<file path="src/rtl/sa_result_drain.sv">
// Result drain for the systolic core: captures result vectors into two ping-pong
// slots and serializes their valid rows onto a single valid/ready word stream.
module sa_result_drain #(
  parameter int unsigned ROWS = 8,
  parameter int unsigned DW   = 32,
  parameter int unsigned CNTW = 16,
  localparam int unsigned RW  = (ROWS > 1) ? $clog2(ROWS) : 1
) (
  input  logic               clk,
  input  logic               rst,
  input  logic [ROWS-1:0]    rvalid_in,
  input  logic [ROWS*DW-1:0] rdata_in,
  output logic               outread,
  output logic               out_valid,
  input  logic               out_ready,
  output logic [DW-1:0]      out_data,
  output logic [RW-1:0]      out_row,
  output logic               out_last,
  output logic [CNTW-1:0]    vec_count,
  output logic               busy
);

  logic [1:0]      occ_q;
  logic [ROWS-1:0] mask_q [2];
  logic [DW-1:0]   data_q [2][ROWS];
  logic            wp_q, rp_q;
  logic            outread_q;
  logic [CNTW-1:0] cnt_q;

  logic [ROWS-1:0] head_mask;
  logic [ROWS-1:0] low_onehot;
  logic [RW-1:0]   head_row;
  logic            head_valid;
  logic            head_last;
  logic            accept;
  logic            capture;

  always_comb begin
    head_mask  = mask_q[rp_q];
    head_valid = occ_q[rp_q];
    // Isolate the lowest set mask bit; the remaining bits decide out_last.
    low_onehot = head_mask & (~head_mask + ROWS'(1));
    head_last  = ((head_mask & ~low_onehot) == '0);
    head_row   = '0;
    for (int i = int'(ROWS) - 1; i >= 0; i--) begin
      if (head_mask[i]) head_row = RW'(i);
    end
  end

  assign accept  = head_valid & out_ready;
  // Capture looks only at registered state, so rvalid_in never reaches outread combinationally.
  assign capture = (|rvalid_in) & ~occ_q[wp_q] & ~outread_q;

  assign out_valid = head_valid;
  assign out_data  = head_valid ? data_q[rp_q][head_row] : '0;
  assign out_row   = head_valid ? head_row : '0;
  assign out_last  = head_valid & head_last;
  assign outread   = outread_q;
  assign vec_count = cnt_q;
  assign busy      = |occ_q;

  // Capture targets an empty slot and accept a full one, so they never share a slot.
  always_ff @(posedge clk) begin
    if (rst) begin
      occ_q     <= '0;
      mask_q[0] <= '0;
      mask_q[1] <= '0;
      wp_q      <= 1'b0;
      rp_q      <= 1'b0;
      outread_q <= 1'b0;
      cnt_q     <= '0;
    end else begin
      outread_q <= capture;
      if (capture) begin
        occ_q[wp_q]  <= 1'b1;
        mask_q[wp_q] <= rvalid_in;
        wp_q         <= ~wp_q;
      end
      if (accept) begin
        mask_q[rp_q] <= head_mask & ~low_onehot;
        if (head_last) begin
          occ_q[rp_q] <= 1'b0;
          rp_q        <= ~rp_q;
          cnt_q       <= cnt_q + CNTW'(1);
        end
      end
    end
  end

  // Payload is qualified by the mask, so it needs no reset.
  always_ff @(posedge clk) begin
    if (!rst && capture) begin
      for (int unsigned r = 0; r < ROWS; r++) begin
        data_q[wp_q][r] <= rdata_in[r*DW +: DW];
      end
    end
  end

endmodule

</file>
<file path="config.mk">
export PLATFORM = sky130hd
export DESIGN_NAME = sa_result_drain
export DESIGN_NICKNAME = d
export VERILOG_FILES = /design/src/rtl/sa_result_drain.sv
export SDC_FILE = /design/constraint.sdc
export NUM_CORES = 1
export LEC_CHECK = 0
export BUFFER_PORTS_ARGS = -buffer_cell sky130_fd_sc_hd__buf_4
export CAP_MARGIN = 20
export CORE_MARGIN = 2
export CORE_UTILIZATION = 40
export DETAILED_ROUTE_END_ITERATION = 8
export HOLD_SLACK_MARGIN = 0.02
export SLEW_MARGIN = 20
export SYNTH_ARGS = -nofsm -noshare
export SYNTH_HDL_FRONTEND = slang
export SYNTH_SLANG_ARGS = --single-unit
</file>
<file path="constraint.sdc">
create_clock -name clk -period 18.1 [get_ports clk]
set_input_delay 3.62 -clock clk [delete_from_list [all_inputs] [get_ports clk]]
set_output_delay 3.62 -clock clk [all_outputs]
set_load 0.005 [all_outputs]
</file>
# [Yosys cells after proc, flatten, opt, wreduce, memory -nomap -nowiden]
# Memory sizes are Yosys's and may differ from the RTL's. A register that Yosys moved wholly into a read port is not among the register bits.
# Index checks and enable logic that the tools add are counted.
[word_totals] latchBits=0 romBits=0 regBits=21 mem_bits_rw=528 n_memories=2 wordCells=85 inputBits=267
[memory_table] memory="data_q" depth=2 width=256 rd=1 rd_ports_with_merged_regs=1 write_ports=1 line_no="25" text="logic [DW-1:0] data_q [2][ROWS];"
[memory_table] memory="mask_q" depth=2 width=8 rd=1 rd_ports_with_merged_regs=1 write_ports=2 line_no="24" text="logic [ROWS-1:0] mask_q [2];"
[op_classes] eq_ne=0 order_cmp=5 div=0 shift=0 bitwise=16 mux=45 addsub=2 multipliers=0 reduce_logical=10
[op_table] op="$bmux 32 s3" n=1
[op_table] op="$mux 32" n=3
[op_table] op="$mux 3" n=9
[op_table] op="$mux 1" n=24
[op_table] op="$reduce_or 8->1" n=3
[op_table] op="$add 16x1->16 const B" n=1
[op_table] op="$and 8x8->8" n=2
[op_table] op="$mux 8" n=2
[op_table] op="$not 8->8" n=2
[op_table] op="$add 8x1->8 const B" n=1
[op_table] op="$logic_not 8->1" n=1
[op_table] op="$mux 2" n=4
[op_table] op="$and 1x1->1" n=4
[op_table] op="$ge 4x4->1 const B" n=1
[op_table] op="$lt 1x2->1 const B" n=2
[op_table] op="$not 1->1" n=4
[op_table] op="$not 3->4" n=1
[op_table] op="$logic_and 1x1->1" n=3
[op_table] op="$and 2x2->2" n=1
[op_table] op="$demux 1 s1" n=2
[op_table] op="$ge 1x1->1 const B" n=2
[op_table] op="$not 2->2" n=1
[op_table] op="$or 2x2->2" n=1
[op_table] op="$reduce_and 2->1" n=1
[op_table] op="2 further kinds" n=2

# [Logic depth before layout (Yosys ltp)]
# Gate-level depths: netlist (run 1).
[depth] word_depth=13 depth_mapped=11 ltp_nobuf=6

# [Worst setup path before layout (run 1)]
# No wires, ideal clock.
[synth_timing] kind="input-to-reg" startpoint="in rvalid_in[1]" endpoint="mem mask_q[0][1] (data pin)" path_slack_ps=5588 setup_time_ps=168 t_arrival_ps=12344 path_buffers=1 required_ps=17932 stages=6 path_cell_list="nor4_1 > a211oi_1 > nor2b_1 > nor2b_1 > clkbuf_1 > a22o_1"
[synth_rtl] element="start: declaration" line_no="11" text="input logic [ROWS-1:0] rvalid_in,"
[synth_rtl] element="end: declaration" line_no="24"

==> metrics, run 1 <==
Psw roughly 1800 uW; gpl congestion 0.809; Reg power frac 36.8%; clk_lat worst skew 0.61 ns; Slew headroom 28.1%; outcome complete, no violations; grt ovf 0; crit end category output port; wire per inst about 23 um; post-detail-place hpwl between 30000 and 40000 um; first-pass GRT wire length 89800 um; CTS tree yes; CTS Root Cell clkbuf_16; Synth-to-Final Area Change 21.9%; synth warn 0; Hold WS 0.502 ns; Synth Instances 1500; area of the mapped netlist 22900 um2; Die Span Y around 240 um; antenna viol nets, final 0; RSZ-0062 raised after global routing false; Total Wirelength around 60000 um; most common cell after layout, fill and taps aside edfxtp_1; clk_skew 0.0135 ns; internal power ~3100 uW; register area ~16000 um2; sequential area share after synthesis 71.0%; Leak Pwr 0.00958 uW; row cnt 87; number of global-route vias before repair 14637; H-tree levels 2; layout cells sized above 1 29.9%; Worst VDD drop 0.193 mV; data arrival time of the worst path 4.62 ns; most crowded layer after global routing met2; vias per inst roughly 5.6; Synth cell types roughly 60; Logic pwr share 40.1%; Top FF cell, synth edfxtp_1; switching share of total power 37.0%; fin. max-slew vios 0; met2 Use GR between 30% and 40%; CTS max path bufs 3; CTS Hold Buffers Added 0; Syn Nets roughly 1800; TritonRoute pass-1 iters 5; Critical R2R Launch wp_q; max_cap viols 0; Buffers on Ports 321; CP Launch Type flip-flop; Final Net Count 2059; syn avg cell area 15.3 um2; GRT Total Usage 19.9%; final setup violating endpoints 0; clk slew on worst S/H paths 0.06 ns; # Post-CTS Setup Buffers 0; initial antenna violation count 6; die width 244 um; commonest non-fill, non-tap cells in the layout edfxtp_1 (528), buf_4 (342), nand2_1 (171), mux2i_1 (95), a31oi_1 (66); crit-path max FO 63; Seq cells post-synth 550; Initial Util between 40% and 50%; clock network power share a little under a quarter; final hold viol count 0; routing usage on met3 3.54%; CP required 14.48 ns; total die area ~59000 um2; num ports 322; met1 usage 27.7%; TritonCTS Buffers 57; number of DRC markers in iteration 0 about 1100; total clock sinks 550; largest net degree at the start of global routing just over 80; core area 56600 um2; power per cell area 174 nW/um2; Residual DRC 0; CP Class reg2out; min cycle time layout 8.24 ns; Multi-input gate area 6280 um2; Worst Tran Pin Value about 1.1 ns; fin crit share roughly 46%; TNS Setup 0 ns; min-delay src vec_count[15]; Async S/R FF share, synth 0%; vias post-DR 14464; post-cts repair resize count 0; Fill cells 4903; Fmax 121 MHz; Post-synth EDFFs 528; worst hold path class reg2reg
## critical path, stage by stage (launching register included)
cell	delay [ns]
dfxtp_4	0.92
or3b_1	0.52
and2_1	0.24
a21oi_1	0.72
and3_2	0.92
a21boi_0	0.26
o2bb2ai_1	0.19
buf_4	0.16
## worst paths after layout
path                                       to  slack (ns)  depth (start not counted)
worst max-delay path             out_data[19]        9.86                          7
worst min-delay path            vec_count[15]        0.50                          2
worst max register to register  data_q[0][47]       13.35                          7
worst min register to register  vec_count[15]        0.50                          2
## cells in the mapped netlist, drive strengths merged (16+ instances only)
| library cell | n | share of area (%) |
|---|---|---|
| nand3 | 36 | 0.79 |
| clkbuf | 84 | 1.4 |
| o21ba | 30 | 1.3 |
| buf | 28 | 0.54 |
| mux4 | 31 | 3.0 |
| nor2b | 16 | 0.44 |
| a21boi | 30 | 0.98 |
| mux2i | 97 | 4.2 |
| a31oi | 68 | 1.9 |
| o31ai | 35 | 1.1 |
| nor2 | 22 | 0.36 |
| a21oi | 39 | 0.85 |
| a221oi | 32 | 1.2 |
| o2bb2ai | 31 | 1.2 |
| edfxtp | 528 | 69 |
| dfxtp | 22 | 1.9 |
| nand2 | 172 | 2.8 |
| nand4 | 33 | 0.90 |
| mux2 | 43 | 2.1 |
## kinds of logic after synthesis
family	after synthesis	share of synthesized area, %
xor gates and xnor gates	4	0.153
and+or+nand+nor	325	6.61
adders and majority gates	1	0.0545
DFF	550	71.0
buffers and inverters	125	2.13
AOI/OAI and AO/OA	324	10.7
muxes	171	9.38
## layout make-up
| class | instances | area share (%) |
|---|---|---|
| multi-input cells | 825 | 22.5 |
| well taps | 756 | 3.38 |
| repair buffers | 344 | 9.32 |
| flip-flops and latches | 550 | 58.3 |
| diodes | 3 | 0.0268 |
| inverters | 13 | 0.174 |
| clock inverters | 33 | 1.05 |
| clock buffers | 70 | 5.35 |
## flip-flops by register name, summed over array words and instances (netlist names), named ones only
register   flops
rp_q           1
mask_q        16
vec_count     16
occ_q          2
outread        1
data_q       512
wp_q           1
## metrics by stage
stage / util (%) / setup WS [ns] / std cells / power, uW / cell area [um2]
2_1_floorplan: - / 5.59 / 1500 / 3120 / 22900
3_3_place_gp: 46.2 / 10.48 / 2486 / 3750 / 26100
3_5_place_dp: 46.2 / 10.41 / 2486 / 3770 / 26100
4_1_cts: 49.4 / 9.86 / 2589 / 4910 / 27900
5_1_grt: 49.4 / 9.67 / 2593 / 5120 / 28000
6_report: 49.4 / 9.86 / 2594 / 4870 / 28000
## layer usage
metal / wire length (um) / vias to the layer above
met3: 3530 / 86
met1: 26300 / 7342
met4: 1210 / 6
met2: 29000 / 465
met5: 41 / -
li1: - / 6565
## power by group through the flow
stage / clock network [uW] / registers, uW / logic, uW
3_5_place_dp: 0 / 1820 / 1950
3_3_place_gp: 0 / 1810 / 1940
6_report: 1130 / 1790 / 1950
2_1_floorplan: 0 / 1860 / 1260
5_1_grt: 1200 / 1810 / 2110
4_1_cts: 1150 / 1790 / 1970
Note: power is estimated with default switching activity, not from simulation.
==> inputs of run 2 (changes only) <==
- clock period: 18.1 -> 8 ns (I/O delays scaled with it)
==> metrics, run 2 (same netlist as run 1, synthesis figures left out) <==
die width 244 um (unchanged); crit-path max cell delay 0.95 ns (+0.03 ns); slowest CP cell and3_2; number of DRC markers in iteration 0 1189 (+6.4%); CP required 6.40 ns (-8.08 ns); Buffers on Ports 321 (unchanged); Leak Pwr 0.00966 uW (+0.81%); RSZ-0062 raised after global routing false; clk_skew 0.0123 ns (-0.00117 ns); first-pass GRT wire length 90700 um (+0.98%); total clock sinks 550 (unchanged); core area 56600 um2 (unchanged); gpl congestion 0.781 (-3.4%); Initial Util 40.5% (unchanged); Setup WS post-layout 2.19 ns (-7.67 ns); initial antenna violation count 1 (-5); TNS Setup 0 ns (unchanged); vias post-DR 14445 (-0.13%); Bufs and invs on worst path 1 (unchanged); Total Wirelength 60700 um (+0.99%); Top delay family on crit path simple AND/OR/NAND/NOR gates; CTS tree yes; Worst Tran Pin Value 1.08 ns (+0.00450 ns); CTS max path bufs 3 (unchanged); pre-CTS WS 2.84 ns (-7.57 ns); vias per inst 5.56 (-0.21%); clk slew on worst S/H paths 0.06 ns (about the same); num ports 322 (unchanged); min cycle time layout roughly 5.8 ns; fin. max-slew vios 0 (unchanged); cells along the critical path or3b_1 -> and2_1 -> a21oi_1 -> and3_2 -> a21boi_0 -> o2bb2ai_1 -> buf_4; CTS Hold Buffers Added 0 (unchanged); outcome complete, no violations; number of global-route vias before repair 14785 (+1.0%); power per cell area 400 nW/um2 (+130%); CP Launch Type flip-flop; Final Net Count 2058 (-0.049%); final setup violating endpoints 0 (unchanged); data arrival time of the worst path 4.21 ns (-0.41 ns); crit end category output port; worst hold path class reg2reg; grt ovf 0 (unchanged); most common cell after layout, fill and taps aside edfxtp_1; row cnt 87 (unchanged); post-detail-place hpwl 36600 um (about the same); total die area 59300 um2 (unchanged); layout cells sized above 1 29.9% (about the same); post-cts repair resize count 0 (unchanged); GRT Total Usage 20.0% (+0.11 points); H-tree levels 2 (unchanged); Fmax 172 MHz; fin crit share 72.6%; clk_lat worst skew 0.62 ns (about the same); wire per inst 23.4 um (+0.91%); Slew headroom 27.8% (-0.30 points); Critical R2R Launch wp_q; Residual DRC 0 (unchanged); CTS Root Cell clkbuf_16; antenna viol nets, final 0 (unchanged); final hold viol count 0 (unchanged); commonest non-fill, non-tap cells in the layout edfxtp_1 (528), buf_4 (337), nand2_1 (171), mux2i_1 (95), a31oi_1 (66); min-delay src vec_count[15]; flip-flop count of the largest register after layout 512 (unchanged); crit-path max FO 42 (-33%); largest net degree at the start of global routing 152 (+88%); TritonCTS Buffers 59 (+3.5%); max_cap viols 0 (unchanged); Synth-to-Final Area Change 22.6%; Worst VDD drop 0.393 mV (+100%); CP Class reg2out; Reg with most FFs data_q; Die Span Y 244 um (unchanged); ANT cells 0 (-3); # Post-CTS Setup Buffers 0 (unchanged); TritonRoute pass-1 iters 7 (+2)
==> run 2: cell count changes in the layout (fill, tap and decap cells not counted), sizes merged <==
cell / change
clkinv: +4
buf: -3
diode: -3
bufinv: +3
inv: +2
clkinvlp: -4
clkbuf: +3
==> run 2: path summary, 6_finish.rpt <==
path	slack [ns]	end	depth (start not counted)
worst min register to register	0.49	vec_count[15]	2
worst min-delay path	0.49	vec_count[15]	2
worst max register to register	4.34	data_q[1][44]	5
worst max-delay path	2.19	out_data[20]	7
==> run 2: area by class of cell <==
cell class                      count  area, um2
Tap cell                          756        946
Clock buffer                       73       1550
Inverter                           13       48.8
Timing Repair Buffer              341       2610
Fill cell                        4825      28500
Sequential cell                   550      16300
Multi-Input combinational cell    825       6280
Clock inverter                     38        402
==> run 2: worst register-to-register path, cell delays in order, from the launching register on <==
cell and delay, ns:
dfxtp_1 0.51, mux2_2 0.38, a211oi_1 0.50, nor2b_1 0.32, and2_4 0.68, buf_4 0.86
==> run 2: power by group <==
part	switching (uW)	internal (uW)
Combinational	2800	1660
Sequential	198	3840
Clock	1130	1600
==> run 2: stage by stage <==
stage	util [%]	power, uW	std cells	instance area (um2)	hold slack (ns)
after detailed placement	46.3	8570	2485	26200	0.479
after floorplan	-	6940	1500	22900	0.470
after global routing	49.7	11800	2596	28100	0.526
after global placement	46.3	8510	2485	26200	0.468
final	49.7	11200	2596	28100	0.492
after CTS	49.7	11300	2596	28100	0.489
==> run 2: routing by layer <==
layer	vias up	track usage [%]	routed length, um
met3	101	3.79	3860
met2	469	32.8	29600
met4	2	5.81	1440
met5	-	0	16
met1	7324	27.3	25700
li1	6549	-	-
==> inputs of run 3 (changes only) <==
- ABC_AREA: unset -> 1
- clock period: 8 -> 5.7 ns (I/O delays scaled with it)
==> metrics, run 3 <==
CP Class reg2out; die width 242 um (-0.64%); internal power 9310 uW (+31%); Post-synth EDFFs 528 (unchanged); GRT Total Usage 20.5% (+0.46 points); Initial Util 40.3% (-0.22 points); H-tree levels 2 (unchanged); clk_skew 0.0130 ns (+0.000605 ns); fin. max-slew vios 0 (unchanged); cells along the critical path inv_6 -> nand2_1 -> nand2_1 -> nand2_1 -> nand2_1 -> nand2_1 -> nand2_1 -> nand2_1 -> nand2_2 -> nand2_8 -> clkinvlp_4 -> buf_4 -> nand2_1 -> nand3_1 -> nand3_1 -> nand2_1 -> buf_4; number of DRC markers in iteration 0 1211 (+1.9%); Fill cells 5013 (+3.9%); Synth area leaders edfxtp_1 (70%), nor2_1 (7.0%), nand2_1 (5.0%); core area 56200 um2 (-0.77%); number of global-route vias before repair 14795 (+0.068%); most common cell in the synthesized netlist edfxtp_1; Reg with most FFs data_q; CP dominant cell by count nand2_1; Cells after DPL 2856 (+15%); RSZ-0062 raised after global routing false; final instance area 27800 um2 (-1.3%); Synth area leader edfxtp_1; Slew headroom 30.2% (+2.4 points); worst hold path class reg2reg; Syn Nets 2129 (+20%); fin crit share between 90% and 100%; TNS Setup 0 ns (unchanged); Total Wirelength 61100 um (+0.78%); Residual DRC 0 (unchanged); clock network power share 25.4% (+1.0 points); data arrival time of the worst path 4.13 ns (-0.08 ns); CP required 4.56 ns (-1.84 ns); largest net degree at the start of global routing 139 (-8.6%); Seq cells post-synth 550 (unchanged); Async S/R FF share, synth 0% (unchanged); final hold viol count 0 (unchanged); row cnt 87 (unchanged); Die Span Y 242 um (-0.64%); TritonRoute pass-1 iters 5 (-2); TritonCTS Buffers 60 (+1.7%); area of the mapped netlist 22600 um2 (-1.3%); max_cap viols 0 (unchanged); wire per inst 20.6 um (-12%); Leak Pwr 0.0103 uW (+6.3%); flip-flop count of the largest register after layout 512 (unchanged); post-route insts no fill 2971 (+14%); first-pass GRT wire length 90800 um (about the same); Yosys top cell area share 70.0% (+0.91 points); Fmax approximately 190 MHz; pre-CTS WS 0.856 ns (-1.99 ns); CTS max path bufs 3 (unchanged); CP Launch Type flip-flop; Buffers on Ports 321 (unchanged); Worst VDD drop 0.414 mV (+5.4%); Post-synth top cells edfxtp_1 (528), nor2_1 (420), nand2_1 (299); Logic pwr share 37.3% (-2.4 points); crit end category output port; antenna viol nets, final 0 (unchanged); Final Net Count 2430 (+18%); post-detail-place hpwl 39400 um (+7.8%); vias per inst 5.04 (-9.4%); crit-path max FO 87 (+110%); power per cell area 536 nW/um2 (+34%); min cycle time layout approximately 5.3 ns; num ports 322 (unchanged); # Post-CTS Setup Buffers 0 (unchanged); CTS Root Cell clkbuf_16; Psw 5580 uW (+35%); synth warn 0 (unchanged); most common cell after layout, fill and taps aside edfxtp_1; Multi-input gate area 5760 um2 (-8.4%); sequential area share after synthesis 72.0% (+0.94 points); Synth cell types 35 (-41%); slowest CP cell dfxtp_4; register area 16300 um2 (unchanged); total clock sinks 550 (unchanged); Reg power frac 37.3% (+1.4 points); initial antenna violation count 18 (+17); switching share of total power 37.5% (+0.67 points); final setup violating endpoints 0 (unchanged); outcome complete, no violations; syn avg cell area 12.2 um2 (-20%); total die area 58500 um2 (-1.3%); clk_lat worst skew 0.61 ns (about the same); clk slew on worst S/H paths 0.06 ns (about the same); Top FF cell, synth edfxtp_1; gpl congestion 0.816 (+4.4%); Worst Tran Pin Value 1.05 ns (-0.0320 ns); Synth-to-Final Area Change 22.6% (about the same); layout cells sized above 1 20.8% (-9.1 points); commonest non-fill, non-tap cells in the layout edfxtp_1 (528), nor2_1 (416), buf_4 (332), nand2_1 (299), nand3_1 (109); vias post-DR 14980 (+3.7%); crit-path max cell delay 0.65 ns (-0.30 ns); Synth Instances 1861 (+24%); grt ovf 0 (unchanged); CTS tree yes; Placed Area 25800 um2 (-1.3%); Setup WS post-layout 0.429 ns (-1.76 ns)
run 3: logic make-up (layout without fill, tap and decap cells):
kind of cell,Yosys count,count (layout),share of synthesized area [%]
buf+inv,151,499,2.83
compound gates,181,181,4.80
xor+xnor,14,14,0.541
other cells,0,6,0
mux,97,97,4.29
simple gates,867,867,15.5
flops,550,550,72.0
fa+ha+maj,1,1,0.0552
run 3: repair_timing:
item                                    4_1_cts  5_1_grt
endpoints found under the setup margin        0        1
resized for setup                             0        2
hold buffers                                  0        0
run 3: path summary, 6_finish.rpt:
path,slack (ns),end,cells past startpoint,start
worst max-delay path,0.43,out_data[12],17,flip-flop
worst min-delay path,0.51,vec_count[4],2,vec_count[4]
worst max register to register,2.57,flip-flop,11,flip-flop
worst min register to register,0.51,vec_count[4],2,vec_count[4]
run 3: power by group through the flow:
stage | clock (uW) | sequential (uW) | combinational (uW)
after global routing | 4020 | 5620 | 6130
after CTS | 3870 | 5560 | 5640
final | 3780 | 5550 | 5550
after floorplan | 0 | 5680 | 3580
after global placement | 0 | 5610 | 5580
after detailed placement | 0 | 5640 | 5630
run 3: metrics by stage:
step                      util, %  total power [uW]  hold WS [ns]
after detailed placement     46.0             11300         0.500
after floorplan                 -              9260         0.479
after CTS                    49.4             15100         0.507
final                        49.4             14900         0.510
after global routing         49.4             15800         0.541
after global placement       46.0             11200         0.485
run 3: routing by layer:
| layer | part of all wire (%) | track usage [%] |
|---|---|---|
| met1 | 43 | 26.9 |
| met2 | 49 | 33.6 |
| met3 | 6.6 | 5.25 |
| met4 | 2.0 | 5.94 |
| met5 | 0.23 | 0 |
run 3: layout make-up:
| cell class | count | share of cell area, % |
|---|---|---|
| antenna | 6 | 0.0541 |
| timing repair buffer | 339 | 9.45 |
| sequential | 550 | 58.7 |
| inverter | 51 | 0.784 |
| multi-input combinational | 1160 | 20.7 |
| clock inverter | 32 | 1.15 |
| clock buffer | 77 | 5.74 |
| tap | 756 | 3.41 |
run 3: worst max-delay path: cells and delay by family (launching register included):
kind                   cells  cell delay, ns
AND/OR/NAND/NOR           13            1.57
flip-flops                 1            0.65
buffers and inverters      4            1.19
